--- src/rtl/jtkunio_gfx_rom_arb_pkg.sv ---
// jtkunio_gfx_rom_arb_pkg
// Shared definitions for the kunio graphics ROM arbiter:
//   - SDRAM word address width
//   - cache slot identifiers (char, scroll, object)
//   - arbiter FSM state encoding
//   - helper that maps a layer ROM word address into the SDRAM word space
package jtkunio_gfx_rom_arb_pkg;

  localparam int SDRAM_AW = 22;

  localparam logic [1:0] SLOT_CHAR = 2'd0;
  localparam logic [1:0] SLOT_SCR  = 2'd1;
  localparam logic [1:0] SLOT_OBJ  = 2'd2;

  typedef enum logic [1:0] {
    ST_IDLE     = 2'd0,
    ST_WAIT_ACK = 2'd1,
    ST_WAIT_DOK = 2'd2
  } arb_state_e;

  // Region base plus zero-extended layer address; wraps modulo 2^22.
  function automatic logic [SDRAM_AW-1:0] rom_addr(
    input logic [SDRAM_AW-1:0] offset,
    input logic [17:0]         addr
  );
    return offset + {4'd0, addr};
  endfunction

endpackage

--- src/rtl/jtkunio_gfx_rom_arb_if.sv ---
// jtkunio_gfx_rom_arb_if
// SDRAM read port between the graphics ROM arbiter and the SDRAM controller.
//   sdram_req  : level request, held until sdram_ack
//   sdram_addr : word address, stable while sdram_req is high
//   sdram_ack  : one-cycle pulse, request accepted
//   sdram_dok  : one-cycle pulse, sdram_data valid
//   sdram_data : 32-bit read data
// master = arbiter side, slave = SDRAM controller side.
interface jtkunio_gfx_rom_arb_if;
  import jtkunio_gfx_rom_arb_pkg::*;

  logic                sdram_req;
  logic [SDRAM_AW-1:0] sdram_addr;
  logic                sdram_ack;
  logic                sdram_dok;
  logic [31:0]         sdram_data;

  modport master (
    output sdram_req,
    output sdram_addr,
    input  sdram_ack,
    input  sdram_dok,
    input  sdram_data
  );

  modport slave (
    input  sdram_req,
    input  sdram_addr,
    output sdram_ack,
    output sdram_dok,
    output sdram_data
  );
endinterface

--- src/rtl/jtkunio_gfx_rom_arb_slot.sv ---
// jtkunio_rom_slot
// Single-entry cache for one graphics layer requester.
//   clk, rst  : clock, synchronous active-high reset (clears tag/data/valid)
//   addr      : current requester word address
//   fill      : write strobe from the arbiter
//   fill_tag  : address the fetched word belongs to
//   fill_data : fetched word
//   data      : cached word
//   hit       : entry valid and tag equals the current addr (combinational)
module jtkunio_rom_slot #(
  parameter int AW = 14
) (
  input  logic          clk,
  input  logic          rst,
  input  logic [AW-1:0] addr,
  input  logic          fill,
  input  logic [AW-1:0] fill_tag,
  input  logic [31:0]   fill_data,
  output logic [31:0]   data,
  output logic          hit
);

  logic [AW-1:0] tag_r;
  logic [31:0]   data_r;
  logic          valid_r;

  // Entry storage: cleared by reset, overwritten on each fill.
  always_ff @(posedge clk) begin
    if (rst) begin
      tag_r   <= {AW{1'b0}};
      data_r  <= 32'h0000_0000;
      valid_r <= 1'b0;
    end else if (fill) begin
      tag_r   <= fill_tag;
      data_r  <= fill_data;
      valid_r <= 1'b1;
    end else begin
      tag_r   <= tag_r;
      data_r  <= data_r;
      valid_r <= valid_r;
    end
  end

  // The compare uses the live address so an address change drops the hit at once.
  assign hit  = valid_r && (addr == tag_r);
  assign data = data_r;

endmodule

--- src/rtl/jtkunio_gfx_rom_arb.sv ---
// jtkunio_gfx_rom_arb
// Serves the char, scroll and object graphics layers from one 32-bit SDRAM read
// port. Each layer has a single-entry cache; a miss triggers one SDRAM fetch,
// chosen by fixed priority char > scroll > object.
//   clk, rst              : clock, synchronous active-high reset
//   char_addr/data/ok     : char layer, 14-bit word address
//   scr_addr/data/ok      : scroll layer, 17-bit word address
//   obj_cs/addr/data/ok   : object layer, 18-bit word address, ignored when obj_cs=0
//   sdram                 : SDRAM read port (master modport)
module jtkunio_gfx_rom_arb
  import jtkunio_gfx_rom_arb_pkg::*;
#(
  parameter logic [SDRAM_AW-1:0] CHAR_OFFSET = 22'h00000,
  parameter logic [SDRAM_AW-1:0] SCR_OFFSET  = 22'h04000,
  parameter logic [SDRAM_AW-1:0] OBJ_OFFSET  = 22'h24000
) (
  input  logic                  clk,
  input  logic                  rst,
  input  logic [13:0]           char_addr,
  output logic [31:0]           char_data,
  output logic                  char_ok,
  input  logic [16:0]           scr_addr,
  output logic [31:0]           scr_data,
  output logic                  scr_ok,
  input  logic                  obj_cs,
  input  logic [17:0]           obj_addr,
  output logic [31:0]           obj_data,
  output logic                  obj_ok,
  jtkunio_gfx_rom_arb_if.master sdram
);

  arb_state_e          state_r, state_nx;
  logic [1:0]          sel_r, sel_nx;
  logic [17:0]         lat_addr_r, lat_addr_nx;
  logic                sdram_req_r, req_nx;
  logic [SDRAM_AW-1:0] sdram_addr_r, addr_nx;
  logic                fill_s;
  logic                char_hit_s, scr_hit_s, obj_hit_s;
  logic                char_miss_s, scr_miss_s, obj_miss_s;
  logic                fill_char_s, fill_scr_s, fill_obj_s;

  assign fill_char_s = fill_s && (sel_r == SLOT_CHAR);
  assign fill_scr_s  = fill_s && (sel_r == SLOT_SCR);
  assign fill_obj_s  = fill_s && (sel_r == SLOT_OBJ);

  jtkunio_rom_slot #(.AW(14)) u_char (
    .clk       (clk),
    .rst       (rst),
    .addr      (char_addr),
    .fill      (fill_char_s),
    .fill_tag  (lat_addr_r[13:0]),
    .fill_data (sdram.sdram_data),
    .data      (char_data),
    .hit       (char_hit_s)
  );

  jtkunio_rom_slot #(.AW(17)) u_scr (
    .clk       (clk),
    .rst       (rst),
    .addr      (scr_addr),
    .fill      (fill_scr_s),
    .fill_tag  (lat_addr_r[16:0]),
    .fill_data (sdram.sdram_data),
    .data      (scr_data),
    .hit       (scr_hit_s)
  );

  jtkunio_rom_slot #(.AW(18)) u_obj (
    .clk       (clk),
    .rst       (rst),
    .addr      (obj_addr),
    .fill      (fill_obj_s),
    .fill_tag  (lat_addr_r),
    .fill_data (sdram.sdram_data),
    .data      (obj_data),
    .hit       (obj_hit_s)
  );

  // The object layer neither reports ok nor requests a fetch while deselected.
  assign char_ok     = char_hit_s;
  assign scr_ok      = scr_hit_s;
  assign obj_ok      = obj_cs && obj_hit_s;
  assign char_miss_s = !char_hit_s;
  assign scr_miss_s  = !scr_hit_s;
  assign obj_miss_s  = obj_cs && !obj_hit_s;

  assign sdram.sdram_req  = sdram_req_r;
  assign sdram.sdram_addr = sdram_addr_r;

  // State, latched fetch context and SDRAM port registers.
  always_ff @(posedge clk) begin
    if (rst) begin
      state_r      <= ST_IDLE;
      sel_r        <= SLOT_CHAR;
      lat_addr_r   <= 18'd0;
      sdram_req_r  <= 1'b0;
      sdram_addr_r <= 22'd0;
    end else begin
      state_r      <= state_nx;
      sel_r        <= sel_nx;
      lat_addr_r   <= lat_addr_nx;
      sdram_req_r  <= req_nx;
      sdram_addr_r <= addr_nx;
    end
  end

  // Next-state logic: pick a miss in IDLE, drop req on ack, fill on dok.
  always_comb begin
    state_nx    = state_r;
    sel_nx      = sel_r;
    lat_addr_nx = lat_addr_r;
    req_nx      = sdram_req_r;
    addr_nx     = sdram_addr_r;
    fill_s      = 1'b0;
    case (state_r)
      ST_IDLE: begin
        if (char_miss_s) begin
          sel_nx      = SLOT_CHAR;
          lat_addr_nx = {4'd0, char_addr};
          addr_nx     = rom_addr(CHAR_OFFSET, {4'd0, char_addr});
          req_nx      = 1'b1;
          state_nx    = ST_WAIT_ACK;
        end else if (scr_miss_s) begin
          sel_nx      = SLOT_SCR;
          lat_addr_nx = {1'b0, scr_addr};
          addr_nx     = rom_addr(SCR_OFFSET, {1'b0, scr_addr});
          req_nx      = 1'b1;
          state_nx    = ST_WAIT_ACK;
        end else if (obj_miss_s) begin
          sel_nx      = SLOT_OBJ;
          lat_addr_nx = obj_addr;
          addr_nx     = rom_addr(OBJ_OFFSET, obj_addr);
          req_nx      = 1'b1;
          state_nx    = ST_WAIT_ACK;
        end else begin
          state_nx    = ST_IDLE;
        end
      end
      ST_WAIT_ACK: begin
        // A dok without ack here is stray and ignored; ack+dok together completes.
        if (sdram.sdram_ack) begin
          req_nx = 1'b0;
          if (sdram.sdram_dok) begin
            fill_s   = 1'b1;
            state_nx = ST_IDLE;
          end else begin
            state_nx = ST_WAIT_DOK;
          end
        end else begin
          state_nx = ST_WAIT_ACK;
        end
      end
      ST_WAIT_DOK: begin
        if (sdram.sdram_dok) begin
          fill_s   = 1'b1;
          state_nx = ST_IDLE;
        end else begin
          state_nx = ST_WAIT_DOK;
        end
      end
      default: begin
        state_nx = ST_IDLE;
        req_nx   = 1'b0;
      end
    endcase
  end

endmodule

--- src/flat_wrapper.sv ---
// flat-port wrapper written by rule: the top's interface ports become plain ports
module jtkunio_gfx_rom_arb_flat import jtkunio_gfx_rom_arb_pkg::*;
#(
  parameter logic [SDRAM_AW-1:0] CHAR_OFFSET = 22'h00000,
  parameter logic [SDRAM_AW-1:0] SCR_OFFSET  = 22'h04000,
  parameter logic [SDRAM_AW-1:0] OBJ_OFFSET  = 22'h24000
)
  (clk, rst, char_addr, char_data, char_ok, scr_addr, scr_data, scr_ok, obj_cs, obj_addr, obj_data, obj_ok, sdram_sdram_req, sdram_sdram_addr, sdram_sdram_ack, sdram_sdram_dok, sdram_sdram_data);
  jtkunio_gfx_rom_arb_if sdram_i ();
  input  logic clk;
  input  logic rst;
  input  logic [13:0] char_addr;
  output logic [31:0] char_data;
  output logic char_ok;
  input  logic [16:0] scr_addr;
  output logic [31:0] scr_data;
  output logic scr_ok;
  input  logic obj_cs;
  input  logic [17:0] obj_addr;
  output logic [31:0] obj_data;
  output logic obj_ok;
  output wire logic [$bits(sdram_i.sdram_req)-1:0] sdram_sdram_req;
  output wire logic [$bits(sdram_i.sdram_addr)-1:0] sdram_sdram_addr;
  input wire logic [$bits(sdram_i.sdram_ack)-1:0] sdram_sdram_ack;
  input wire logic [$bits(sdram_i.sdram_dok)-1:0] sdram_sdram_dok;
  input wire logic [$bits(sdram_i.sdram_data)-1:0] sdram_sdram_data;
  assign sdram_sdram_req = sdram_i.sdram_req;
  assign sdram_sdram_addr = sdram_i.sdram_addr;
  assign sdram_i.sdram_ack = sdram_sdram_ack;
  assign sdram_i.sdram_dok = sdram_sdram_dok;
  assign sdram_i.sdram_data = sdram_sdram_data;
  jtkunio_gfx_rom_arb #(.CHAR_OFFSET(CHAR_OFFSET), .SCR_OFFSET(SCR_OFFSET), .OBJ_OFFSET(OBJ_OFFSET)) u_core (.clk(clk), .rst(rst), .char_addr(char_addr), .char_data(char_data), .char_ok(char_ok), .scr_addr(scr_addr), .scr_data(scr_data), .scr_ok(scr_ok), .obj_cs(obj_cs), .obj_addr(obj_addr), .obj_data(obj_data), .obj_ok(obj_ok), .sdram(sdram_i));
endmodule
--- config.mk ---
export PLATFORM = sky130hd
export DESIGN_NAME = jtkunio_gfx_rom_arb_flat
export DESIGN_NICKNAME = d
export VERILOG_FILES = /design/src/rtl/jtkunio_gfx_rom_arb_pkg.sv /design/src/rtl/jtkunio_gfx_rom_arb_if.sv /design/src/rtl/jtkunio_gfx_rom_arb_slot.sv /design/src/rtl/jtkunio_gfx_rom_arb.sv /design/src/flat_wrapper.sv
export SDC_FILE = /design/constraint.sdc
export NUM_CORES = 1
export LEC_CHECK = 0
export ABC_AREA = 0
export BUFFER_PORTS_ARGS = -buffer_cell sky130_fd_sc_hd__clkbuf_2
export CAP_MARGIN = 20
export CORE_UTILIZATION = 52
export DETAILED_ROUTE_END_ITERATION = 12
export PLACE_DENSITY_LB_ADDON = 0.3
export SLEW_MARGIN = 20
export SYNTH_ARGS = -nofsm -noshare
export SYNTH_HDL_FRONTEND = slang
export SYNTH_SLANG_ARGS = --single-unit
--- constraint.sdc ---
create_clock -name clk -period 2.9 [get_ports clk]
set_input_delay 0.435 -clock clk [delete_from_list [all_inputs] [get_ports clk]]
set_output_delay 0.435 -clock clk [all_outputs]
set_load 0.05 [all_outputs]
### Yosys cells after proc, flatten, opt, wreduce, memory -nomap -nowiden

Index checks and enable logic that the tools add are counted.

| word-level totals | value |
|---|---|
| word-level logic and storage cells | 63 |
| register bits after elaboration | 193 |
| output and inout bits | 122 |
| input bits | 86 |

| operators by class | value |
|---|---|
| bitwise logic cells | 1 |
| reductions and logical operators | 13 |
| $add $sub $neg | 2 |
| equality and inequality tests | 10 |
| muxes and demuxes | 23 |

Operators with widths:

| operator | count |
|---|---|
| 22-bit two-way mux | 3 |
| 18-bit two-way mux | 3 |
| 18-bit by 18-bit adder with 19-bit output, first input constant | 1 |
| 15-bit by 17-bit adder with 18-bit output, first input constant | 1 |
| 18-bit equality test | 1 |
| 17-bit equality test | 1 |
| 14-bit equality test | 1 |
| 2-bit two-way mux | 7 |
| 1-bit logical AND | 8 |
| 1-bit two-way mux | 7 |
| 2-bit one-hot mux with 3 select lines | 1 |
| 2-bit by 1-bit equality test with 1-bit output, second input constant | 2 |
| 2-bit equality test, second input constant | 2 |
| 2-bit zero test | 2 |
| 4-bit inequality test, second input constant | 1 |
| 3-bit inequality test, second input constant | 1 |
| 1-bit one-hot mux with 3 select lines | 1 |
| 3-bit AND reduction | 1 |
| 2-bit inequality test, second input constant | 1 |
| 1-bit one-hot mux with 2 select lines | 1 |
| 2-bit AND reduction | 1 |
| 1-bit zero test | 1 |
| 1-bit NOT | 1 |

### Logic depth before layout (Yosys ltp)

| logic depth | value |
|---|---|
| depth after elaboration | 8 |
| mapped depth | 10 |
| gate-level depth less buffers | 8 |

### Hierarchy

A second synthesis with hierarchy kept.

| second synthesis, totals | value |
|---|---|
| cell total of the unflattened synthesis | 736 |
| area total of the unflattened synthesis | 7365.8 um^2 |

By module, submodules not included:

| module | times used | area an instance (um^2) | seq. area each (um^2) | cells each |
|---|---|---|---|---|
| jtkunio_rom_slot (u_core.u_obj) | 1 | 1970.6 | 1021.0 | 189 |
| jtkunio_rom_slot (u_core.u_scr) | 1 | 1939.4 | 1001.0 | 185 |
| jtkunio_rom_slot (u_core.u_char) | 1 | 1819.2 | 940.9 | 170 |
| jtkunio_gfx_rom_arb | 1 | 1636.6 | 560.5 | 192 |

### Worst setup path after synthesis

Ideal clock, no wire load.

| timing | value |
|---|---|
| path kind | in2out |
| start point | in scr_addr[1] |
| end point | out scr_ok |
| buffers on the path | 1 |
| stages | 5 |
| data required time | 2.465 ns |
| arrival | 2.011 ns |
| path slack | 0.454 ns |
| cells stage by stage | xnor2_1 -> nor4bb_1 -> nand3_1 -> clkbuf_1 -> nor2_1 |

| between the ends | value |
|---|---|
| word-level cells in the longest chain between the ends | 2 |

Ends and longest elaborated chain:

| element | RTL line | text |
|---|---|---|
| start: declaration | flat_wrapper.sv:15 | `input logic [16:0] scr_addr;` |
| 17-bit equality test | jtkunio_gfx_rom_arb_slot.sv:45 | `assign hit = valid_r && (addr == tag_r);` |
| 1-bit logical AND | jtkunio_gfx_rom_arb_slot.sv:45 |  |
| end: declaration | flat_wrapper.sv:17 | `output logic scr_ok;` |

No other way between the ends.

### Worst setup path after layout

| timing | value |
|---|---|
| start point | reg u_core.u_obj.tag_r[16] |
| end point | out obj_ok |

| between the ends | value |
|---|---|
| word-level cells in the longest chain between the ends | 3 |

Ends and longest elaborated chain:

| element | RTL line | text |
|---|---|---|
| start: declaration | jtkunio_gfx_rom_arb_slot.sv:23 | `logic [AW-1:0] tag_r;` |
| start signal: assignment | jtkunio_gfx_rom_arb_slot.sv:30 | `tag_r <= {AW{1'b0}};` |
| start signal: assignment | jtkunio_gfx_rom_arb_slot.sv:34 | `tag_r <= fill_tag;` |
| start signal: assignment | jtkunio_gfx_rom_arb_slot.sv:38 | `tag_r <= tag_r;` |
| 18-bit equality test | jtkunio_gfx_rom_arb_slot.sv:45 |  |
| 1-bit logical AND | jtkunio_gfx_rom_arb_slot.sv:45 |  |
| 1-bit logical AND | jtkunio_gfx_rom_arb.sv:82 | `assign obj_ok = obj_cs && obj_hit_s;` |
| end: declaration | flat_wrapper.sv:21 | `output logic obj_ok;` |

No other way between the ends.

==> flow_summary_export.csv <==
group,metric,value,unit
sta,final_clock_period_utilization_by_the_worst_path,0.886,
worst_setup_path,cp.arrival,2.13,ns
worst_setup_path,critPathCaptureType,"output port",
min_path,timing.hold.worst.class,"in -> reg",
clocking,cts_inserted_buffers,17,
sta,timing_max_transition_violations_final,0,
clocking,clock_sink_count,176,
route,detail_route.vias_per_cell,5.57,
logic_synthesis,synth-main-ff-cell,"sky130_fd_sc_hd__dfxtp_1",
floorplanning,floorplan.core_area,14500,um2
worst_setup_path,crit_path_max_incr_delay,0.34,ns
worst_setup_path,minimum_setup_slack_among_reg_to_reg_paths,0.49,ns
finish,fillers,1284,
place,port_buffers,204,
clocking,post_cts.resized_instances,0,
floorplanning,die_height,123,um
global_route,global_route_total_usage_across_every_layer,0.292,
place,post-place-ws,0.285,ns
global_route,global_route_wire_length_before_repair,33900,um
min_path,holdPathStages,2,
worst_setup_path,crit_chain,"xnor2_1 -> nand4_1 -> nor4_1 -> and3_1 -> clkbuf_2",
sta,fmax,389,MHz
power,power_per_cell_area,589,nW/um2
worst_setup_path,critical_path_peak_fanout,2,
worst_setup_path,timing.critical_path.required,2.47,ns
worst_setup_path,sort_of_element_at_the_start_of_the_critical_path,"flip-flop",
clocking,clockBufferDepth,2,
global_route,grt_max_degree,67,
logic_synthesis,ys_async_sr_fraction,0,
sta,post-route-worst-setup-slack,0.331,ns
sta,tightest_slew,1.02,ns
clocking,tritoncts_clock_tree,"built",
route,drtAntennaViolNets,0,
worst_setup_path,cp_top_family,"simple AND/OR/NAND/NOR gates",
logic_synthesis,postSynthCellCount,955,
worst_setup_path,r2r_start,"u_core.u_char.tag_r[0]$_SDFFE_PP0P_",
clocking,htree_depth,4,
worst_setup_path,critical_path.slowest_cell,"sky130_fd_sc_hd__nor4_1",
finish,finalCoreUtilization,0.649,
finish,area_added_between_synthesis_and_finish,22.5,%
route,drt_pass1_iterations,5,
clocking,post_cts_buffers,0,
sta,rsz0062_at_grt,"false",
route,detail_route.wirelength,22100,um
route,drcViolationCount,0,
sta,clock_skew,0.00797,ns
floorplanning,die_area,15300,um2
place,place.detailed.instances,1284,
finish,antennaDiodeCount,0,
global_route,antenna_violations_before_repair,0,
floorplanning,ioPinCount,208,
worst_setup_path,worstRegToRegCells,6,
clocking,clk-insertion-delay-late,0.42,ns
worst_setup_path,critical_path_class,"reg -> out",
finish,final_layout_size_suffix_gt1_frac,0.245,
sta,fin_setup_tns,0,ns
place,place_congestion,0.880,
logic_synthesis,syn_area,7680,um2
logic_synthesis,synth_seq_area_share,0.459,
finish,layout_commonest_cell,"sky130_fd_sc_hd__nand2_1",
floorplanning,die-width,123,um
logic_synthesis,synth-edff-count,0,
finish,multi_input_area,3720,um2
global_route,grt-ovfl-total,0,
logic_synthesis,yosys_register_bits,176,
finish,highest_count_cells_in_the_layout_ignoring_fill_and_taps,"sky130_fd_sc_hd__nand2_1 (292), sky130_fd_sc_hd__clkbuf_2 (203), sky130_fd_sc_hd__dfxtp_1 (176), sky130_fd_sc_hd__a21oi_1 (151), sky130_fd_sc_hd__xnor2_1 (41)",
power,ir_drop,0.424,mV
floorplanning,initial_core_util,0.530,
place,hpwlAfterDp,14900,um
sta,finalCriticalPeriod,2.57,ns
sta,setup_viol_count_final,0,
logic_synthesis,yosys_warnings,0,
outcome,run_status,"completed",
min_path,worstHoldStart,"sdram_sdram_dok",
clocking,clkSlewWorstSetupHoldPaths,0.07,ns
power,leak,3.62,nW
floorplanning,placementRows,44,
flow_run,drv.max_cap_violation_count,0,
route,wire_per_inst,16.8,um
finish,seqCellArea,3520,um2
clocking,root_buffer,"sky130_fd_sc_hd__clkbuf_16",
global_route,first_global_vias,6576,
logic_synthesis,avgSynthCellArea,8.04,um2
sta,finalHoldViolations,0,
min_path,hold_path_end,"u_core.state_r[1]$_SDFF_PP0_",
logic_synthesis,synth.distinct_cells,57,
sta,slew_headroom,0.317,
finish,stdcell_count,1316,
route,dr.first_iter.drc_count,538,
finish,nNetsFinal,1211,
clocking,cts.hold.buffers_added,0,
worst_setup_path,worst_r2r_endpoint,"u_core.lat_addr_r[6]$_SDFFE_PP0P_",
worst_setup_path,worst-path-buf-inv,1,
route,vias,7326,
registers in the layout, indices dropped and copies added, names as in the netlist:
register	cells
u_core.u_scr.data	32
u_core.sel_r	2
u_core.u_obj.tag_r	18
u_core.u_obj.valid_r	1
u_core.sdram.sdram_addr	5
u_core.u_char.data	32
u_core.u_obj.data	32
u_core.lat_addr_r	18
u_core.state_r	2
u_core.u_char.tag_r	14
u_core.u_scr.tag_r	17
u_core.u_scr.valid_r	1
u_core.u_char.valid_r	1
u_core.sdram.sdram_req	1
cells in the mapped netlist, drive strengths merged (2+ instances only):
cell type / instances / area (um2)
a211o: 3 / 26.3
inv: 6 / 22.5
nor2: 25 / 93.8
o21ai: 20 / 100
nor3: 5 / 25.0
a21oi: 151 / 756
nand4: 14 / 87.6
ha: 6 / 75.1
nor2b: 2 / 12.5
a311o: 14 / 140
o31ai: 2 / 28.8
nand2: 293 / 1100
and3: 5 / 32.5
nand3: 24 / 125
dfxtp: 176 / 3520
a21boi: 2 / 15.0
nand3b: 2 / 15.0
buf: 27 / 215
xor2: 9 / 78.8
clkbuf: 56 / 210
nand2b: 13 / 81.3
and4: 2 / 17.5
mux2i: 20 / 200
xnor2: 44 / 408
or3: 2 / 17.5
or2b: 8 / 60.1
nor4: 6 / 58.8
through the flow:
| stage | total power [W] | cell area, um2 | hold slack [ns] |
|---|---|---|---|
| after CTS | 0.00556 | 9400 | 0.178 |
| after global placement | 0.00303 | 8740 | 0.440 |
| after floorplan | 0.00288 | 7680 | 0.440 |
| after detailed placement | 0.00303 | 8740 | 0.445 |
| after global routing | 0.00570 | 9400 | 0.207 |
| final | 0.00554 | 9400 | 0.190 |
power by group:
| group | internal [W] | leakage (nW) | switching, W |
|---|---|---|---|
| logic | 0.000164 | 1.89 | 0.000331 |
| clock network | 0.00154 | 0.308 | 0.00101 |
| registers | 0.00245 | 1.42 | 0.0000352 |
worst register-to-register path, cell delays in order (launching register included):
cell and delay (ns):
sky130_fd_sc_hd__dfxtp_1 0.32, sky130_fd_sc_hd__xnor2_1 0.37, sky130_fd_sc_hd__nand4_1 0.24, sky130_fd_sc_hd__or4_1 0.65, sky130_fd_sc_hd__o31ai_4 0.25, sky130_fd_sc_hd__buf_4 0.30, sky130_fd_sc_hd__mux2i_1 0.22
final cells by class:
cell class	count	area share
Sequential cell	176	0.375
Multi-Input combinational cell	691	0.396
Clock inverter	15	0.0246
Clock buffer	17	0.0452
Tap cell	184	0.0245
Timing Repair Buffer	227	0.133
Inverter	6	0.00240
worst max-delay path by stage:
| stage | cells past startpoint | from | slack (ns) | end |
|---|---|---|---|---|
| after floorplan | 5 | scr_addr[1] | 0.45 | scr_ok |
| after global placement | 8 | obj_addr[16] | 0.35 | u_core.lat_addr_r[2]$_SDFFE_PP0P_ |
| after detailed placement | 8 | obj_addr[16] | 0.28 | u_core.lat_addr_r[3]$_SDFFE_PP0P_ |
| after CTS | 5 | u_core.u_obj.tag_r[16]$_SDFFE_PP0P_ | 0.35 | obj_ok |
| after global routing | 5 | u_core.u_obj.tag_r[12]$_SDFFE_PP0P_ | 0.17 | obj_ok |
| final | 5 | u_core.u_obj.tag_r[16]$_SDFFE_PP0P_ | 0.33 | obj_ok |
kinds of logic (layout without fill, tap and decap cells):
logic type,Yosys count,count (layout),share of synthesized area
fa+ha+maj,6,6,0.00978
compound gates,199,199,0.147
other cells,1,3,0.000489
simple gates,409,409,0.233
flops,176,176,0.459
mux,21,21,0.0275
xor+xnor,53,53,0.0634
buf+inv,90,265,0.0595
per-layer routing:
| layer | share of wire | track usage |
|---|---|---|
| met4 | 0.025 | 0.109 |
| met5 | 0 | 0 |
| met1 | 0.43 | 0.384 |
| met2 | 0.47 | 0.454 |
| met3 | 0.084 | 0.0844 |
Power figures use the tool's default switching activity.
